**src/rtl/board_pkg.sv**
```systemverilog
// -----------------------------------------------------------------------------
// board_pkg
// Shared definitions for the game-board blocks (board store, scanner, renderer).
//   DEFAULT_BUS_WIDTH : default number of bits per board cell value
//   scan_state_t      : raster-scan FSM states
//   clog2()           : index width needed to address n items (minimum 1 bit)
// -----------------------------------------------------------------------------
package board_pkg;

  localparam int DEFAULT_BUS_WIDTH = 4;

  typedef enum logic [2:0] {
    IDLE,
    FETCH,
    CAPTURE,
    PRESENT,
    DONE
  } scan_state_t;

  // Evaluated at elaboration time to size the x/y counters. It never returns
  // 0, so even a degenerate dimension still gets a real 1-bit index.
  function automatic int clog2(input int value);
    int result;
    int remaining;
    result    = 0;
    remaining = value - 1;
    while (remaining > 0) begin
      result++;
      remaining = remaining >> 1;
    end
    return (result < 1) ? 1 : result;
  endfunction

endpackage

```
**src/rtl/board_scanner_if.sv**
```systemverilog
// -----------------------------------------------------------------------------
// board_scanner_if
// Cell stream produced by the board scanner and consumed by the renderer or
// the game logic.
//   out_valid  : a cell is being presented
//   out_ready  : the consumer accepts the cell (valid & ready at posedge clk)
//   out_x/out_y: board coordinates of the presented cell
//   out_value  : cell contents
//   out_first  : the presented cell is (0,0)
//   out_last   : the presented cell is (WIDTH-1,HEIGHT-1)
// Modports: master (scanner side), slave (consumer side).
// -----------------------------------------------------------------------------
interface board_scanner_if
  import board_pkg::*;
#(
  parameter int WIDTH     = 16,
  parameter int HEIGHT    = 16,
  parameter int BUS_WIDTH = DEFAULT_BUS_WIDTH
);

  localparam int XW = clog2(WIDTH);
  localparam int YW = clog2(HEIGHT);

  logic                 out_valid;
  logic                 out_ready;
  logic [XW-1:0]        out_x;
  logic [YW-1:0]        out_y;
  logic [BUS_WIDTH-1:0] out_value;
  logic                 out_first;
  logic                 out_last;

  modport master (
    output out_valid, out_x, out_y, out_value, out_first, out_last,
    input  out_ready
  );

  modport slave (
    input  out_valid, out_x, out_y, out_value, out_first, out_last,
    output out_ready
  );

endinterface

```
**src/rtl/board_cursor.sv**
```systemverilog
// -----------------------------------------------------------------------------
// board_cursor
// Row-major x/y position counter over a WIDTH x HEIGHT board.
//   clk, reset : clock, asynchronous active-low reset (cursor returns to (0,0))
//   clear      : synchronous return to (0,0); has priority over advance
//   advance    : step to the next cell (x first, then wrap into the next row)
//   x, y       : current position
//   is_first   : current position is (0,0)
//   is_last    : current position is (WIDTH-1,HEIGHT-1)
// -----------------------------------------------------------------------------
module board_cursor
  import board_pkg::*;
#(
  parameter  int WIDTH  = 16,
  parameter  int HEIGHT = 16,
  localparam int XW     = clog2(WIDTH),
  localparam int YW     = clog2(HEIGHT)
) (
  input  logic          clk,
  input  logic          reset,
  input  logic          clear,
  input  logic          advance,
  output logic [XW-1:0] x,
  output logic [YW-1:0] y,
  output logic          is_first,
  output logic          is_last
);

  localparam logic [XW-1:0] X_MAX = XW'(WIDTH - 1);
  localparam logic [YW-1:0] Y_MAX = YW'(HEIGHT - 1);

  // The last cell is sticky: advancing from it does nothing, so the cursor
  // can never wrap back to (0,0) without an explicit clear.
  always_ff @(posedge clk or negedge reset) begin
    if (!reset) begin
      x <= '0;
      y <= '0;
    end else if (clear) begin
      x <= '0;
      y <= '0;
    end else if (advance && !is_last) begin
      if (x == X_MAX) begin
        x <= '0;
        y <= y + YW'(1);
      end else begin
        x <= x + XW'(1);
      end
    end
  end

  assign is_first = (x == '0) && (y == '0);
  assign is_last  = (x == X_MAX) && (y == Y_MAX);

endmodule

```
**src/rtl/board_scanner.sv**
```systemverilog
// -----------------------------------------------------------------------------
// board_scanner
// Raster-scans the board cell store once per start pulse and streams every
// cell out as (x, y, value) in row-major order.
//   clk, reset    : clock, asynchronous active-low reset
//   start         : begin a frame (only looked at while idle)
//   abort         : synchronous abort back to idle, no frame_done
//   busy          : high whenever not idle
//   rd_en/rd_x/rd_y : board store read port; rd_value returns one cycle later
//   scan_out      : cell stream (board_scanner_if.master)
//   frame_done    : one-cycle pulse after the final cell is accepted/skipped
// Build option: define BOARD_SCAN_SKIP_EMPTY_EN to drop zero-valued cells
// from the stream instead of presenting them.
// -----------------------------------------------------------------------------
module board_scanner
  import board_pkg::*;
#(
  parameter  int WIDTH     = 16,
  parameter  int HEIGHT    = 16,
  parameter  int BUS_WIDTH = DEFAULT_BUS_WIDTH,
  localparam int XW        = clog2(WIDTH),
  localparam int YW        = clog2(HEIGHT)
) (
  input  logic                 clk,
  input  logic                 reset,
  input  logic                 start,
  input  logic                 abort,
  output logic                 busy,
  output logic                 rd_en,
  output logic [XW-1:0]        rd_x,
  output logic [YW-1:0]        rd_y,
  input  logic [BUS_WIDTH-1:0] rd_value,
  board_scanner_if.master      scan_out,
  output logic                 frame_done
);

  scan_state_t   state;
  scan_state_t   next_state;
  logic          cursor_clear;
  logic          cursor_advance;
  logic          load_cell;
  logic          drop_valid;
  logic [XW-1:0] cur_x;
  logic [YW-1:0] cur_y;
  logic          cur_first;
  logic          cur_last;

  board_cursor #(
    .WIDTH  (WIDTH),
    .HEIGHT (HEIGHT)
  ) u_cursor (
    .clk      (clk),
    .reset    (reset),
    .clear    (cursor_clear),
    .advance  (cursor_advance),
    .x        (cur_x),
    .y        (cur_y),
    .is_first (cur_first),
    .is_last  (cur_last)
  );

  always_ff @(posedge clk or negedge reset) begin
    if (!reset) begin
      state <= IDLE;
    end else begin
      state <= next_state;
    end
  end

  // Next-state and cursor/output-register control. Abort is folded in last so
  // it overrides whatever the current state wanted, including a read in flight.
  always_comb begin
    next_state     = state;
    cursor_clear   = 1'b0;
    cursor_advance = 1'b0;
    load_cell      = 1'b0;
    drop_valid     = 1'b0;

    unique case (state)
      IDLE: begin
        if (start && !abort) begin
          next_state   = FETCH;
          cursor_clear = 1'b1;
        end
      end
      FETCH: begin
        next_state = CAPTURE;
      end
      CAPTURE: begin
`ifdef BOARD_SCAN_SKIP_EMPTY_EN
        if (rd_value == '0) begin
          if (cur_last) begin
            next_state = DONE;
          end else begin
            cursor_advance = 1'b1;
            next_state     = FETCH;
          end
        end else begin
          load_cell  = 1'b1;
          next_state = PRESENT;
        end
`else
        load_cell  = 1'b1;
        next_state = PRESENT;
`endif
      end
      PRESENT: begin
        if (scan_out.out_ready) begin
          drop_valid = 1'b1;
          if (cur_last) begin
            next_state = DONE;
          end else begin
            cursor_advance = 1'b1;
            next_state     = FETCH;
          end
        end
      end
      DONE: begin
        next_state = IDLE;
      end
      default: begin
        next_state = IDLE;
      end
    endcase

    if (abort && (state != IDLE)) begin
      next_state     = IDLE;
      cursor_clear   = 1'b1;
      cursor_advance = 1'b0;
      load_cell      = 1'b0;
      drop_valid     = 1'b1;
    end
  end

  // Presented-cell registers. They only change on a load, so the cell stays
  // frozen for as long as the consumer holds off ready.
  always_ff @(posedge clk or negedge reset) begin
    if (!reset) begin
      scan_out.out_valid <= 1'b0;
      scan_out.out_x     <= '0;
      scan_out.out_y     <= '0;
      scan_out.out_value <= '0;
      scan_out.out_first <= 1'b0;
      scan_out.out_last  <= 1'b0;
    end else if (load_cell) begin
      scan_out.out_valid <= 1'b1;
      scan_out.out_x     <= cur_x;
      scan_out.out_y     <= cur_y;
      scan_out.out_value <= rd_value;
      scan_out.out_first <= cur_first;
      scan_out.out_last  <= cur_last;
    end else if (drop_valid) begin
      scan_out.out_valid <= 1'b0;
    end
  end

  assign busy       = (state != IDLE);
  assign frame_done = (state == DONE);
  assign rd_en      = (state == FETCH);
  assign rd_x       = (state == FETCH) ? cur_x : '0;
  assign rd_y       = (state == FETCH) ? cur_y : '0;

endmodule

```
**src/flat_wrapper.sv**
```systemverilog
// flat-port wrapper written by rule: the top's interface ports become plain ports
module board_scanner_flat import board_pkg::*;
#(
  parameter  int WIDTH     = 16,
  parameter  int HEIGHT    = 16,
  parameter  int BUS_WIDTH = DEFAULT_BUS_WIDTH,
  localparam int XW        = clog2(WIDTH),
  localparam int YW        = clog2(HEIGHT)
)
  (clk, reset, start, abort, busy, rd_en, rd_x, rd_y, rd_value, frame_done, scan_out_out_valid, scan_out_out_x, scan_out_out_y, scan_out_out_value, scan_out_out_first, scan_out_out_last, scan_out_out_ready);
  board_scanner_if #(.WIDTH(WIDTH), .HEIGHT(HEIGHT), .BUS_WIDTH(BUS_WIDTH)) scan_out_i ();
  input  logic clk;
  input  logic reset;
  input  logic start;
  input  logic abort;
  output logic busy;
  output logic rd_en;
  output logic [XW-1:0] rd_x;
  output logic [YW-1:0] rd_y;
  input  logic [BUS_WIDTH-1:0] rd_value;
  output logic frame_done;
  output wire logic [$bits(scan_out_i.out_valid)-1:0] scan_out_out_valid;
  output wire logic [$bits(scan_out_i.out_x)-1:0] scan_out_out_x;
  output wire logic [$bits(scan_out_i.out_y)-1:0] scan_out_out_y;
  output wire logic [$bits(scan_out_i.out_value)-1:0] scan_out_out_value;
  output wire logic [$bits(scan_out_i.out_first)-1:0] scan_out_out_first;
  output wire logic [$bits(scan_out_i.out_last)-1:0] scan_out_out_last;
  input wire logic [$bits(scan_out_i.out_ready)-1:0] scan_out_out_ready;
  assign scan_out_out_valid = scan_out_i.out_valid;
  assign scan_out_out_x = scan_out_i.out_x;
  assign scan_out_out_y = scan_out_i.out_y;
  assign scan_out_out_value = scan_out_i.out_value;
  assign scan_out_out_first = scan_out_i.out_first;
  assign scan_out_out_last = scan_out_i.out_last;
  assign scan_out_i.out_ready = scan_out_out_ready;
  board_scanner #(.WIDTH(WIDTH), .HEIGHT(HEIGHT), .BUS_WIDTH(BUS_WIDTH)) u_core (.clk(clk), .reset(reset), .start(start), .abort(abort), .busy(busy), .rd_en(rd_en), .rd_x(rd_x), .rd_y(rd_y), .rd_value(rd_value), .scan_out(scan_out_i), .frame_done(frame_done));
endmodule
```
**config.mk**
```make
export PLATFORM = sky130hd
export DESIGN_NAME = board_scanner_flat
export DESIGN_NICKNAME = d
export VERILOG_FILES = /design/src/rtl/board_pkg.sv /design/src/rtl/board_scanner_if.sv /design/src/rtl/board_cursor.sv /design/src/rtl/board_scanner.sv /design/src/flat_wrapper.sv
export SDC_FILE = /design/constraint.sdc
export NUM_CORES = 1
export LEC_CHECK = 0
export ABC_AREA = 0
export CORE_MARGIN = 2
export CORE_UTILIZATION = 30
export DETAILED_ROUTE_END_ITERATION = 6
export PLACE_DENSITY_LB_ADDON = 0.08
export RECOVER_POWER = 50
export SYNTH_ARGS = -nofsm -noshare
export SYNTH_HDL_FRONTEND = slang
export SYNTH_SLANG_ARGS = --single-unit
export TNS_END_PERCENT = 5
```
**constraint.sdc**
```tcl
create_clock -name clk -period 2.1 [get_ports clk]
set_input_delay 0.21 -clock clk [delete_from_list [all_inputs] [get_ports clk]]
set_output_delay 0.21 -clock clk [all_outputs]
set_load 0.02 [all_outputs]
```
Yosys cells after proc, flatten, opt, wreduce, memory -nomap -nowiden
Cells that the tools add are included.
- eq/ne operators: 8
- multiplexer cells: 27
- reduce and logical (&&, ||, !) cells: 16
- add/sub/neg operators: 2
- operators with widths (operator ; number):
    $mux 4 ; 8
    $mux 1 ; 14
    $mux 3 ; 4
    $pmux 3 s4 ; 1
    $add 4x1->4 const B ; 2
    $eq 4x4->1 const B ; 2
    $logic_not 4->1 ; 2
    $eq 3x2->1 const B ; 2
    $reduce_bool 2->1 ; 3
    $logic_and 1x1->1 ; 5
    $reduce_and 2->1 ; 2
    $eq 3x1->1 const B ; 1
    $eq 3x3->1 const B ; 1
    $logic_not 3->1 ; 1
    $ne 3x1->1 const B ; 1
    $ne 3x2->1 const B ; 1
    $reduce_bool 3->1 ; 1
    $logic_not 1->1 ; 2
- output and inout port bits: 26
- register bits: 26
- word-level logic and storage cells: 62
- input port bits: 9

Depth between registers and ports, before layout
Gate-level depths: netlist of run 1.
- depth after elaboration: 9
- gate-level depth with buffers: 5
- gate-level depth less buffers: 5

By module
A second synthesis of run 1 with hierarchy kept.
- cells, all modules: 119
- area total of the unflattened synthesis: 1385.1 µm²
- modules (own cells, without submodules) (module ; cells each ; area each (µm²) ; sequential area each (µm²) ; times used):
    board_scanner ; 67 ; 879.6 ; 450.4 ; 1
    board_cursor ; 52 ; 505.5 ; 200.2 ; 1

Worst setup path before layout of run 1
No wires, ideal clock.
- path type: reg-to-output
- start: register u_core.state[1]
- end: output rd_x[0]
- data required time: 1890 ps
- setup slack: 242 ps
- path buffers: 1
- stages on the path, launching flop included: 4
- arrival: 1648 ps
- path through: dfrtp_1 buf_2 nor3b_1 and2_1
- word-level cells in the longest chain between the ends: 2
- RTL lines (element ; line ; text):
    start: declaration ; board_scanner.sv:37 ; scan_state_t state;
    start signal: assignment ; board_scanner.sv:66 ; state <= next_state;
    $eq 3x1->1 ; -- ;
    net rd_en ; flat_wrapper.sv:17 ; output logic rd_en;
    $mux 4 ; board_scanner.sv:160 ; assign rd_x = (state == FETCH) ? cur_x : '0;
    end: declaration ; flat_wrapper.sv:18 ; output logic [XW-1:0] rd_x;
The timed path passes the listed nets, and every way through them passes these cells.

Worst setup path after layout of run 1
- start: register u_core.state[0]
- end: output busy
- word-level cells in the longest chain between the ends: 1
- RTL lines (element ; line ; text):
    $reduce_bool 3->1 ; board_scanner.sv:157 ; assign busy = (state != IDLE);
    end: declaration ; flat_wrapper.sv:16 ; output logic busy;
No other way between the ends.

==> impl_metrics.json, run 1 <==
{
  "cap_violations": 0,
  "final_cells": 208,
  "whs_path_depth": 1,
  "final_util": 0.422,
  "cts_sinks": 26,
  "grt_overflow_total": 0,
  "crit_chain": "buf_4 -> or3_4 -> clkdlybuf4s50_1",
  "critPathRequiredTime_ps": 1890,
  "hp-class": "flip-flop to flip-flop",
  "clk_pin_slew_ps": 90,
  "path_max_fanout": 8,
  "syn-num-nets": 127,
  "postCtsResizedCells": 0,
  "h-tree-depth": 1,
  "drc_errors": 0,
  "critPathMaxStageDelay_ps": 540,
  "start_util": 0.307,
  "worstSetupPathType": "flip-flop to primary output",
  "grt_max_degree": 27,
  "status": "completed",
  "viasPerCell": 4.88,
  "setup_viol": 0,
  "r2r-end": "u_core.scan_out.out_y[3]$_DFFE_PN0P_",
  "area_growth_pct": 37.5,
  "post_cts_buffers": 0,
  "hold_viol": 0,
  "clock_latency_ps": 270,
  "relSlewSlack": 0.0440,
  "ctsHoldBuffers": 0,
  "finalClockSkew_ps": 5.05,
  "antenna_found_initial": 0,
  "rsz0062_at_grt": "no",
  "power_mw": 1.31,
  "synthArstFlopShare": 1.00,
  "worstPathArrival_ps": 1780,
  "setup_ws_ps": 113,
  "yosysTopAreaCellShare": 0.494,
  "avgSynthCellArea_um2": 11.6,
  "start_kind": "flip-flop",
  "grt_first_pass_wirelength_mm": 4.97,
  "synth.area.top_cells": "dfrtp_1 49%, mux2_4 6.8%, mux2_2 5.1%, and2_1 3.8%, ha_1 3.8%",
  "dp_slack_ps": 392,
  "powerDensity_nw_per_um2": 722,
  "endpoint_kind": "primary output",
  "fmax_mhz": 503,
  "dieArea_um2": 4940,
  "min_to": "u_core.scan_out.out_value[2]$_DFFE_PN0P_",
  "drive_gt1_frac": 0.160,
  "power.leakage_nw": 0.911,
  "die_w_um": 70.3,
  "synthDistinctLibCells": 34,
  "vias": 1015,
  "drt_pass1_iterations": 4,
  "rrSetupSlack_ps": 130,
  "coreArea_um2": 4290,
  "fin_setup_tns_ps": 0,
  "synth_edf_count": 0,
  "nets": 170,
  "cts_root_buf": "clkbuf_8",
  "synthFlopType": "dfrtp_1",
  "die-height_um": 70.3,
  "numCtsBuffers": 3,
  "period_share": 0.946,
  "ant_nets": 0,
  "cts_tree": "done",
  "worst-slew-pin-transition_ps": 1430,
  "final_common_cell": "dfrtp_1",
  "crit_buf_inv": 2,
  "dp_hpwl_mm": 2.09,
  "top_level_ports": 35,
  "fin_crit_ps": 1990,
  "ys_ff_latch": 26,
  "final_cell_mix": "26 x dfrtp_1, 18 x clkdlybuf4s50_1, 10 x dlygate4sd3_1",
  "grt_pass1_vias": 1011,
  "reg2regPathDepth": 4,
  "netlist_instances": 114,
  "grt_usage": 0.128,
  "finalMaxSlewViolations": 0,
  "portBuffers": 34,
  "cp_top_family": "buffers and inverters",
  "wl_per_cell_um": 13.9,
  "hp-start": "u_core.scan_out.out_value[2]$_DFFE_PN0P_",
  "drt_first_iter_violations": 37,
  "netlist_area_um2": 1320,
  "cp_slowest_cell": "clkdlybuf4s50_1",
  "placedCellCount": 204,
  "insertedDiodeCount": 0,
  "yosys_warnings": 0,
  "clockBufferDepth": 2,
  "routed_wl_mm": 2.88,
  "place.gp.congestion": 0.741,
  "reg2reg_from": "u_core.state[0]$_DFFE_PN0P_",
  "num_rows": 24,
  "peakVddDrop_v": 0.000442,
  "synth.largest_area_cell": "dfrtp_1",
  "synth_seq_area_share": 0.494,
  "fillers": 420
}
[cells by family after synthesis]
family | synth area share
flip-flops | 0.494
AO/OA/AOI/OAI | 0.0769
buffers and inverters | 0.0408
AND/OR/NAND/NOR | 0.210
adder cells (fa/ha/maj) | 0.0380
multiplexers | 0.127
XOR/XNOR | 0.0133
[worst max path at each step]
| stage | startpoint | to | slack, ps | cells after the start |
|---|---|---|---|---|
| finish | u_core.state[0]$_DFFE_PN0P_ | busy | 110 | 3 |
| global route | u_core.state[1]$_DFFE_PN0P_ | rd_x[2] | 4 | 4 |
| CTS | u_core.state[1]$_DFFE_PN0P_ | rd_x[0] | 70 | 4 |
| detailed placement | u_core.state[0]$_DFFE_PN0P_ | busy | 390 | 3 |
| global placement | abort | u_core.scan_out.out_y[3]$_DFFE_PN0P_ | 400 | 4 |
| floorplan | u_core.state[1]$_DFFE_PN0P_ | rd_x[0] | 240 | 3 |
[synth_stat cells, types with 2 or more instances]
cell      instances
a21oi_1           6
and2_1            8
and3_1            2
and4b_1           3
buf_6             2
dfrtp_1          26
ha_1              4
inv_1             7
mux2_2            6
mux2_4            6
nand2_1           4
nand3_1           7
nand4b_1          2
nor2_1            5
nor3_1            4
nor3b_1           2
o21ai_0           3
[cell type report]
type                            instances  area, um2  share of cell area
Clock inverter                          1       30.0              0.0166
Timing Repair Buffer                   41        400               0.221
Multi-Input combinational cell         78        598               0.330
Sequential cell                        26        651               0.359
Clock buffer                            3       41.3              0.0228
Tap cell                               52       65.1              0.0359
Inverter                                7       26.3              0.0145
[metrics by stage]
step	hold slack [ps]	instance area (um2)
after CTS	307	1820
after global placement	490	1750
after detailed placement	500	1750
after global routing	528	1810
final	511	1810
after floorplan	-85.6	1320
[registers in the layout, indices dropped and copies added (netlist names)]
signal,cells
u_core.u_cursor.y,4
u_core.scan_out.out_x,4
u_core.scan_out.out_y,4
u_core.scan_out.out_value,4
u_core.scan_out.out_last,1
u_core.state,3
u_core.u_cursor.x,4
u_core.scan_out.out_first,1
u_core.scan_out.out_valid,1
[power breakdown]
part / total (mW) / internal (mW) / switching (mW)
combinational: 0.309 / 0.152 / 0.157
sequential: 0.581 / 0.553 / 0.0284
clock: 0.419 / 0.255 / 0.164
total: 1.31 / 0.959 / 0.349
[layer usage]
metal  part of all wire  vias to the layer above  GRT usage  wire length, um
li1                   -                      492          -                -
met2               0.46                       35      0.205             1320
met5                  0                        -          0                0
met3              0.058                        2     0.0390              166
met4             0.0059                        0     0.0192               17
met1               0.48                      486      0.173             1380
(Power assumes the default switching activity.)
==> run 2, diff against run 1 <==
--- a/config.mk
+++ b/config.mk
@@ -11,6 +11,7 @@
 export DETAILED_ROUTE_END_ITERATION = 6
 export PLACE_DENSITY_LB_ADDON = 0.08
 export RECOVER_POWER = 50
+export SLEW_MARGIN = 20
 export SYNTH_ARGS = -nofsm -noshare
 export SYNTH_HDL_FRONTEND = slang
 export SYNTH_SLANG_ARGS = --single-unit
==> results of run 2 <==
The final DEF is identical to that of run 1; final timing and power are the same.
